$ cat src/rtl/he_wb_host.sv
// Wishbone classic-cycle initiator for the HE accelerator slave port.
// Turns valid/ready commands into single bus cycles and returns one response each.
module he_wb_host #(
    parameter logic [31:0] BASE_ADDR       = 32'h3000_0000,
    parameter int          ADDR_WIDTH      = 9,
    parameter int          WORD_ADDR_WIDTH = 8,
    parameter int          TIMEOUT         = 16,
    parameter int          SETTLE_CYCLES   = 12
) (
    input  logic                       wb_clk_i,
    input  logic                       wb_rst_ni,

    input  logic                       cmd_valid,
    output logic                       cmd_ready,
    input  logic [1:0]                 cmd_kind,
    input  logic [WORD_ADDR_WIDTH-1:0] cmd_addr,
    input  logic [31:0]                cmd_wdata,
    input  logic [1:0]                 cmd_op,
    input  logic [ADDR_WIDTH-1:0]      cmd_src_a,
    input  logic [ADDR_WIDTH-1:0]      cmd_src_b,
    input  logic [ADDR_WIDTH-1:0]      cmd_dst,

    output logic                       rsp_valid,
    input  logic                       rsp_ready,
    output logic [31:0]                rsp_rdata,
    output logic                       rsp_err,

    output logic                       wbm_cyc_o,
    output logic                       wbm_stb_o,
    output logic                       wbm_we_o,
    output logic [3:0]                 wbm_sel_o,
    output logic [31:0]                wbm_adr_o,
    output logic [31:0]                wbm_dat_o,
    input  logic [31:0]                wbm_dat_i,
    input  logic                       wbm_ack_i
);

    // state  | meaning
    // IDLE   | cmd_ready high, waiting for a command
    // BUS    | Wishbone cycle in flight, timeout counter running
    // SETTLE | opcode written, waiting for the accelerator to finish
    // RESP   | response presented until rsp_ready
    typedef enum logic [1:0] {
        ST_IDLE   = 2'd0,
        ST_BUS    = 2'd1,
        ST_SETTLE = 2'd2,
        ST_RESP   = 2'd3
    } state_t;

    localparam logic [1:0] KIND_WR  = 2'b00;
    localparam logic [1:0] KIND_RD  = 2'b01;
    localparam logic [1:0] KIND_OP  = 2'b10;
    localparam logic [1:0] KIND_RSV = 2'b11;

    localparam logic [7:0] TMO_LAST    = 8'(TIMEOUT - 1);
    localparam logic [7:0] SETTLE_INIT = 8'(SETTLE_CYCLES - 1);
    localparam bit         HAS_SETTLE  = (SETTLE_CYCLES != 0);

    state_t      r_state;
    logic        r_cmd_ready;
    logic        r_rsp_valid;
    logic [31:0] r_rsp_rdata;
    logic        r_rsp_err;
    logic        r_cyc;
    logic        r_stb;
    logic        r_we;
    logic [3:0]  r_sel;
    logic [31:0] r_adr;
    logic [31:0] r_dat;
    logic        r_is_op;
    logic [7:0]  r_tmo_cnt;
    logic [7:0]  r_settle_cnt;

    logic [31:0] w_rw_addr;
    logic [31:0] w_op_word;

    assign w_rw_addr = BASE_ADDR + 32'({cmd_addr, 2'b00});

    // Opcode word: valid flag in bit 31, then dst/src_b/src_a/op packed from the LSB.
    always_comb begin
        w_op_word                                   = '0;
        w_op_word[31]                               = 1'b1;
        w_op_word[1:0]                              = cmd_op;
        w_op_word[2 +: ADDR_WIDTH]                  = cmd_src_a;
        w_op_word[2 + ADDR_WIDTH +: ADDR_WIDTH]     = cmd_src_b;
        w_op_word[2 + 2*ADDR_WIDTH +: ADDR_WIDTH]   = cmd_dst;
    end

    always_ff @(posedge wb_clk_i or negedge wb_rst_ni) begin
        if (!wb_rst_ni) begin
            r_state      <= ST_IDLE;
            r_cmd_ready  <= 1'b1;
            r_rsp_valid  <= 1'b0;
            r_rsp_rdata  <= '0;
            r_rsp_err    <= 1'b0;
            r_cyc        <= 1'b0;
            r_stb        <= 1'b0;
            r_we         <= 1'b0;
            r_sel        <= '0;
            r_adr        <= '0;
            r_dat        <= '0;
            r_is_op      <= 1'b0;
            r_tmo_cnt    <= '0;
            r_settle_cnt <= '0;
        end else begin
            case (r_state)
                ST_IDLE: begin
                    if (cmd_valid && r_cmd_ready) begin
                        r_cmd_ready <= 1'b0;
                        r_rsp_rdata <= '0;
                        r_rsp_err   <= 1'b0;
                        if (cmd_kind == KIND_RSV) begin
                            r_rsp_err   <= 1'b1;
                            r_rsp_valid <= 1'b1;
                            r_state     <= ST_RESP;
                        end else begin
                            r_cyc     <= 1'b1;
                            r_stb     <= 1'b1;
                            r_sel     <= 4'hF;
                            r_we      <= (cmd_kind != KIND_RD);
                            r_is_op   <= (cmd_kind == KIND_OP);
                            r_tmo_cnt <= '0;
                            if (cmd_kind == KIND_OP) begin
                                r_adr <= BASE_ADDR;
                                r_dat <= w_op_word;
                            end else begin
                                r_adr <= w_rw_addr;
                                r_dat <= (cmd_kind == KIND_WR) ? cmd_wdata : 32'd0;
                            end
                            r_state <= ST_BUS;
                        end
                    end
                end

                ST_BUS: begin
                    if (wbm_ack_i) begin
                        r_cyc <= 1'b0;
                        r_stb <= 1'b0;
                        r_we  <= 1'b0;
                        r_sel <= '0;
                        if (!r_we) begin
                            r_rsp_rdata <= wbm_dat_i;
                        end
                        if (r_is_op && HAS_SETTLE) begin
                            r_settle_cnt <= SETTLE_INIT;
                            r_state      <= ST_SETTLE;
                        end else begin
                            r_rsp_valid <= 1'b1;
                            r_state     <= ST_RESP;
                        end
                    end else if (r_tmo_cnt == TMO_LAST) begin
                        // Slave never answered: abandon the cycle and skip settling.
                        r_cyc       <= 1'b0;
                        r_stb       <= 1'b0;
                        r_we        <= 1'b0;
                        r_sel       <= '0;
                        r_rsp_rdata <= '0;
                        r_rsp_err   <= 1'b1;
                        r_rsp_valid <= 1'b1;
                        r_state     <= ST_RESP;
                    end else begin
                        r_tmo_cnt <= r_tmo_cnt + 8'd1;
                    end
                end

                ST_SETTLE: begin
                    if (r_settle_cnt == 8'd0) begin
                        r_rsp_valid <= 1'b1;
                        r_state     <= ST_RESP;
                    end else begin
                        r_settle_cnt <= r_settle_cnt - 8'd1;
                    end
                end

                ST_RESP: begin
                    if (rsp_ready) begin
                        r_rsp_valid <= 1'b0;
                        r_cmd_ready <= 1'b1;
                        r_state     <= ST_IDLE;
                    end
                end

                default: begin
                    r_state <= ST_IDLE;
                end
            endcase
        end
    end

    assign cmd_ready = r_cmd_ready;
    assign rsp_valid = r_rsp_valid;
    assign rsp_rdata = r_rsp_rdata;
    assign rsp_err   = r_rsp_err;
    assign wbm_cyc_o = r_cyc;
    assign wbm_stb_o = r_stb;
    assign wbm_we_o  = r_we;
    assign wbm_sel_o = r_sel;
    assign wbm_adr_o = r_adr;
    assign wbm_dat_o = r_dat;

endmodule

$ cat config.mk
export PLATFORM = sky130hd
export DESIGN_NAME = he_wb_host
export DESIGN_NICKNAME = d
export VERILOG_FILES = /design/src/rtl/he_wb_host.sv
export SDC_FILE = /design/constraint.sdc
export NUM_CORES = 1
export LEC_CHECK = 0
export BUFFER_PORTS_ARGS = -buffer_cell sky130_fd_sc_hd__buf_2
export CAP_MARGIN = 5
export CELL_PAD_IN_SITES_DETAIL_PLACEMENT = 1
export CELL_PAD_IN_SITES_GLOBAL_PLACEMENT = 1
export CORE_ASPECT_RATIO = 0.5
export CORE_MARGIN = 3
export CORE_UTILIZATION = 32
export CTS_CLUSTER_SIZE = 14
export DETAILED_ROUTE_END_ITERATION = 7
export PLACE_DENSITY = 0.88
export SLEW_MARGIN = 20
export SYNTH_ARGS = -nofsm -noshare
export SYNTH_HDL_FRONTEND = slang
export SYNTH_SLANG_ARGS = --single-unit
export TNS_END_PERCENT = 10
$ cat constraint.sdc
create_clock -name wb_clk_i -period 2.15 [get_ports wb_clk_i]
set_clock_uncertainty 0.15 [all_clocks]
set_input_delay 0.43 -clock wb_clk_i [delete_from_list [all_inputs] [get_ports wb_clk_i]]
set_output_delay 0.43 -clock wb_clk_i [all_outputs]
set_load 0.01 [all_outputs]
==> qor.yml <==
outcome:
  status: "finished with violations"
  violations: "setup timing"
cts:
  cts_tree: "done"
  numCtsBuffers: 9
  htreeDepth: 3
  clk_latency_ns: 0.34
  cts_max_path_buffers: 2
  cts.clk_slew.worst_paths_ns: 0.07
  cts_num_sinks: 97
  cts_root_buf: "clkbuf_16"
synthesis:
  synth-main-ff-cell: "dfrtp_1"
  yosys.area.top_type: "dfrtp_1"
  yosysWarnings: 0
  ys_seq_area_share_pct: 48.5
  synth.area.top_cells: "dfrtp_1, mux2i_1, buf_4"
  synthesis.area_sq_um: 5000
  synth_cells: 510
  synth_top_area_share_pct: 48.0
  ys_types: 48
  yosys-top-cells-count: "dfrtp_1, nand2_1, o21ai_0, inv_1, nand4_1"
  ys_ff_latch: 97
  synth_edf_count: 0
  synth_area_per_cell_sq_um: 9.81
  synth.most_common_cell: "dfrtp_1"
  async_reset_ff_share_pct: 100
min_path:
  hp-start: "cmd_addr[0]"
  hold_path.class: "in -> reg"
  hold_end: "wbm_adr_o[2]$_DFFE_PN0P_"
  hold_depth: 3
floorplan:
  initial_core_util_pct: 33.7
  dieArea_sq_um: 17300
  io_pins: 214
  rows: 31
  coreArea_sq_um: 14900
  die_w_um: 183
  die_y_um: 94.4
sta:
  period_needed_ns: 2.16
  setup_viol: 4
  fmax_ghz: 0.462
  maxSlewHeadroom_pct: 64.6
  setup_ws_ns: -0.0123
  hold_violations: 0
  grt_setup_unrepaired: "true"
  tightest_slew_ns: 0.531
  min_period_over_period_pct: 101
  slew_viol_final: 0
placement:
  portBuffers: 191
  place_hpwl_um: 11000
  dpl-instance-area_sq_um: 6050
  place_congestion: 0.785
setup_path:
  critPathBufInv: 2
  slowest_delay_ns: 0.44
  endpoint_kind: "flip-flop"
  path_class: "reg -> reg"
  r2r_start: "r_tmo_cnt[0]$_DFFE_PN0P_"
  regToRegSetupSlack_ns: -0.01
  slowest_stage: "dfrtp_1"
  worstRegToRegCells: 7
  start_kind: "flip-flop"
  cp.arrival_ns: 2.23
  rr_endpoint: "rsp_rdata[17]$_DFFE_PN0P_"
  path_cells: "ha_2, nor3b_4, a21oi_4, a211oi_4, buf_4, clkbuf_16, o21ai_0"
  crit_family: "compound AO/OA/AOI/OAI gates"
  crit_fanout: 32
  cp.required_ns: 2.22
global_routing:
  grt_overflow_total: 0
  grt_usage_pct: 17.2
  grt_pass1_wl_um: 23700
  grt_pass1_vias: 4659
  grt_max_degree: 65
  antenna_found_initial: 0
route:
  drt_iter0_markers: 232
  ant_nets: 0
  wl_per_cell_um: 17.7
  drt-total-wl_um: 15900
  dr.pass1.iters: 4
  via_count: 4513
  viasPerCell: 5.04
  drc: 0
pwr:
  power_density_nw_per_um2: 1300
  finalPower_uw: 8510
  vdd_drop_max_mv: 0.554
  leakage_uw: 0.00326
finish:
  nFillCells: 1752
  fin_area_sq_um: 6530
  drive_gt1_share_pct: 36.7
  fin_nets: 809
  antenna_cells: 0
  syn_to_final_growth_pct: 30.5
job:
  max_cap_violations: 0
repair_timing:
action / 4_1_cts / 5_1_grt
gates resized for setup: 5 / 14
endpoints found under the setup margin: 58 / 44
hold buffers: 1 / 0
pin swaps: 1 / 4
buffers inserted: 1 / 2
gates cloned: 0 / 1
endpoints found under the hold margin: 22 / 0
where the power goes:
group	total (uW)	leakage (uW)	internal, uW	switching [uW]
Combinational	3660	0.00182	1480	2170
Clock	1820	0.000160	1070	757
Sequential	3030	0.00128	2520	517
state kept, by name (all words and copies together) (netlist names):
name and flops:
r_is_op 1, wbm_we_o 1, rsp_valid 1, rsp_rdata 32, r_tmo_cnt 8, wbm_dat_o 32, wbm_sel_o 1, wbm_adr_o 9
rsp_err 1, cmd_ready 1, r_settle_cnt 8, r_state 2
cells by family (layout without fill, tap and decap cells):
| logic type | count (synthesis) | after routing | synth area share (%) |
|---|---|---|---|
| xor+xnor | 10 | 10 | 1.75 |
| other cells | 1 | 22 | 0.0750 |
| fa+ha+maj | 8 | 8 | 2.00 |
| buf+inv | 102 | 269 | 11.5 |
| simple gates | 151 | 151 | 15.5 |
| flops | 97 | 97 | 48.5 |
| mux | 31 | 31 | 6.20 |
| compound gates | 110 | 110 | 14.5 |
tightest hold or removal path: stages:
cell and delay, ns:
buf_2 0.10, nand2_1 0.04, o21ai_0 0.06
cells in the final DEF, fill, tap and decap left out, types with 4 or more instances in the layout:
master     synthesis  final
nand4_1           35     35
o21ai_1           12     13
nand3_1            9      7
nor2_1            18     18
dfrtp_1           96     95
buf_4             33     18
ha_1               8      4
nand2_1           64     64
mux2i_1           31     31
a21oi_1           13     12
buf_2              4    190
inv_1             39     37
clkbuf_16          0     10
nor3_1             5      5
buf_12             0      4
xor2_1             4      4
o21ai_0           42     41
xnor2_1            6      6
conb_1             1     22
o31ai_1           32     32
metrics by stage:
stage | cells | worst slack (ns) | utilization (%) | TNS (ns) | hold WS (ns)
6_report | 896 | -0.0123 | 43.9 | -0.0232 | 0.176
5_1_grt | 896 | -0.0985 | 43.9 | -1.08 | 0.174
4_1_cts | 893 | 0.0196 | 43.3 | 0 | 0.169
3_5_place_dp | 875 | -0.167 | 40.7 | -1.91 | 0.213
3_3_place_gp | 875 | 0.0698 | 40.7 | 0 | 0.209
2_1_floorplan | 531 | 0.0658 | - | 0 | -0.0156
layer usage:
| layer | GRT usage (%) | wire (um) | vias up |
|---|---|---|---|
| met3 | 2.81 | 618 | 51 |
| met5 | 0 | 0 | - |
| met2 | 32.4 | 8270 | 154 |
| met4 | 7.48 | 630 | 0 |
| li1 | - | - | 2092 |
| met1 | 19.4 | 6380 | 2216 |
area by class of cell:
cell class                      instances  area [sq um]  share of cell area (%)
Clock buffer                           10           239                    3.66
Tap cell                              198           248                    3.79
Sequential cell                        97          2430                    37.2
Clock inverter                          6          93.8                    1.44
Timing Repair Buffer                  214          1200                    18.4
Inverter                               39           146                    2.24
Multi-Input combinational cell        332          2170                    33.3
worst max-delay path by stage:
stage | from | end | slack [ns] | cells past startpoint
4_1_cts | r_tmo_cnt[0]$_DFFE_PN0P_ | rsp_valid$_DFFE_PN0P_ | 0.02 | 6
2_1_floorplan | r_state[1]$_DFFE_PN0P_ | rsp_rdata[0]$_DFFE_PN0P_ | 0.07 | 7
5_1_grt | r_tmo_cnt[0]$_DFFE_PN0P_ | rsp_valid$_DFFE_PN0P_ | -0.1 | 6
3_5_place_dp | r_state[0]$_DFFE_PN0P_ | r_tmo_cnt[7]$_DFFE_PN0P_ | -0.17 | 6
6_report | r_tmo_cnt[0]$_DFFE_PN0P_ | rsp_rdata[17]$_DFFE_PN0P_ | -0.01 | 7
3_3_place_gp | r_state[0]$_DFFE_PN0P_ | r_tmo_cnt[3]$_DFFE_PN0P_ | 0.07 | 6
Note: power is estimated with default switching activity, not from simulation.
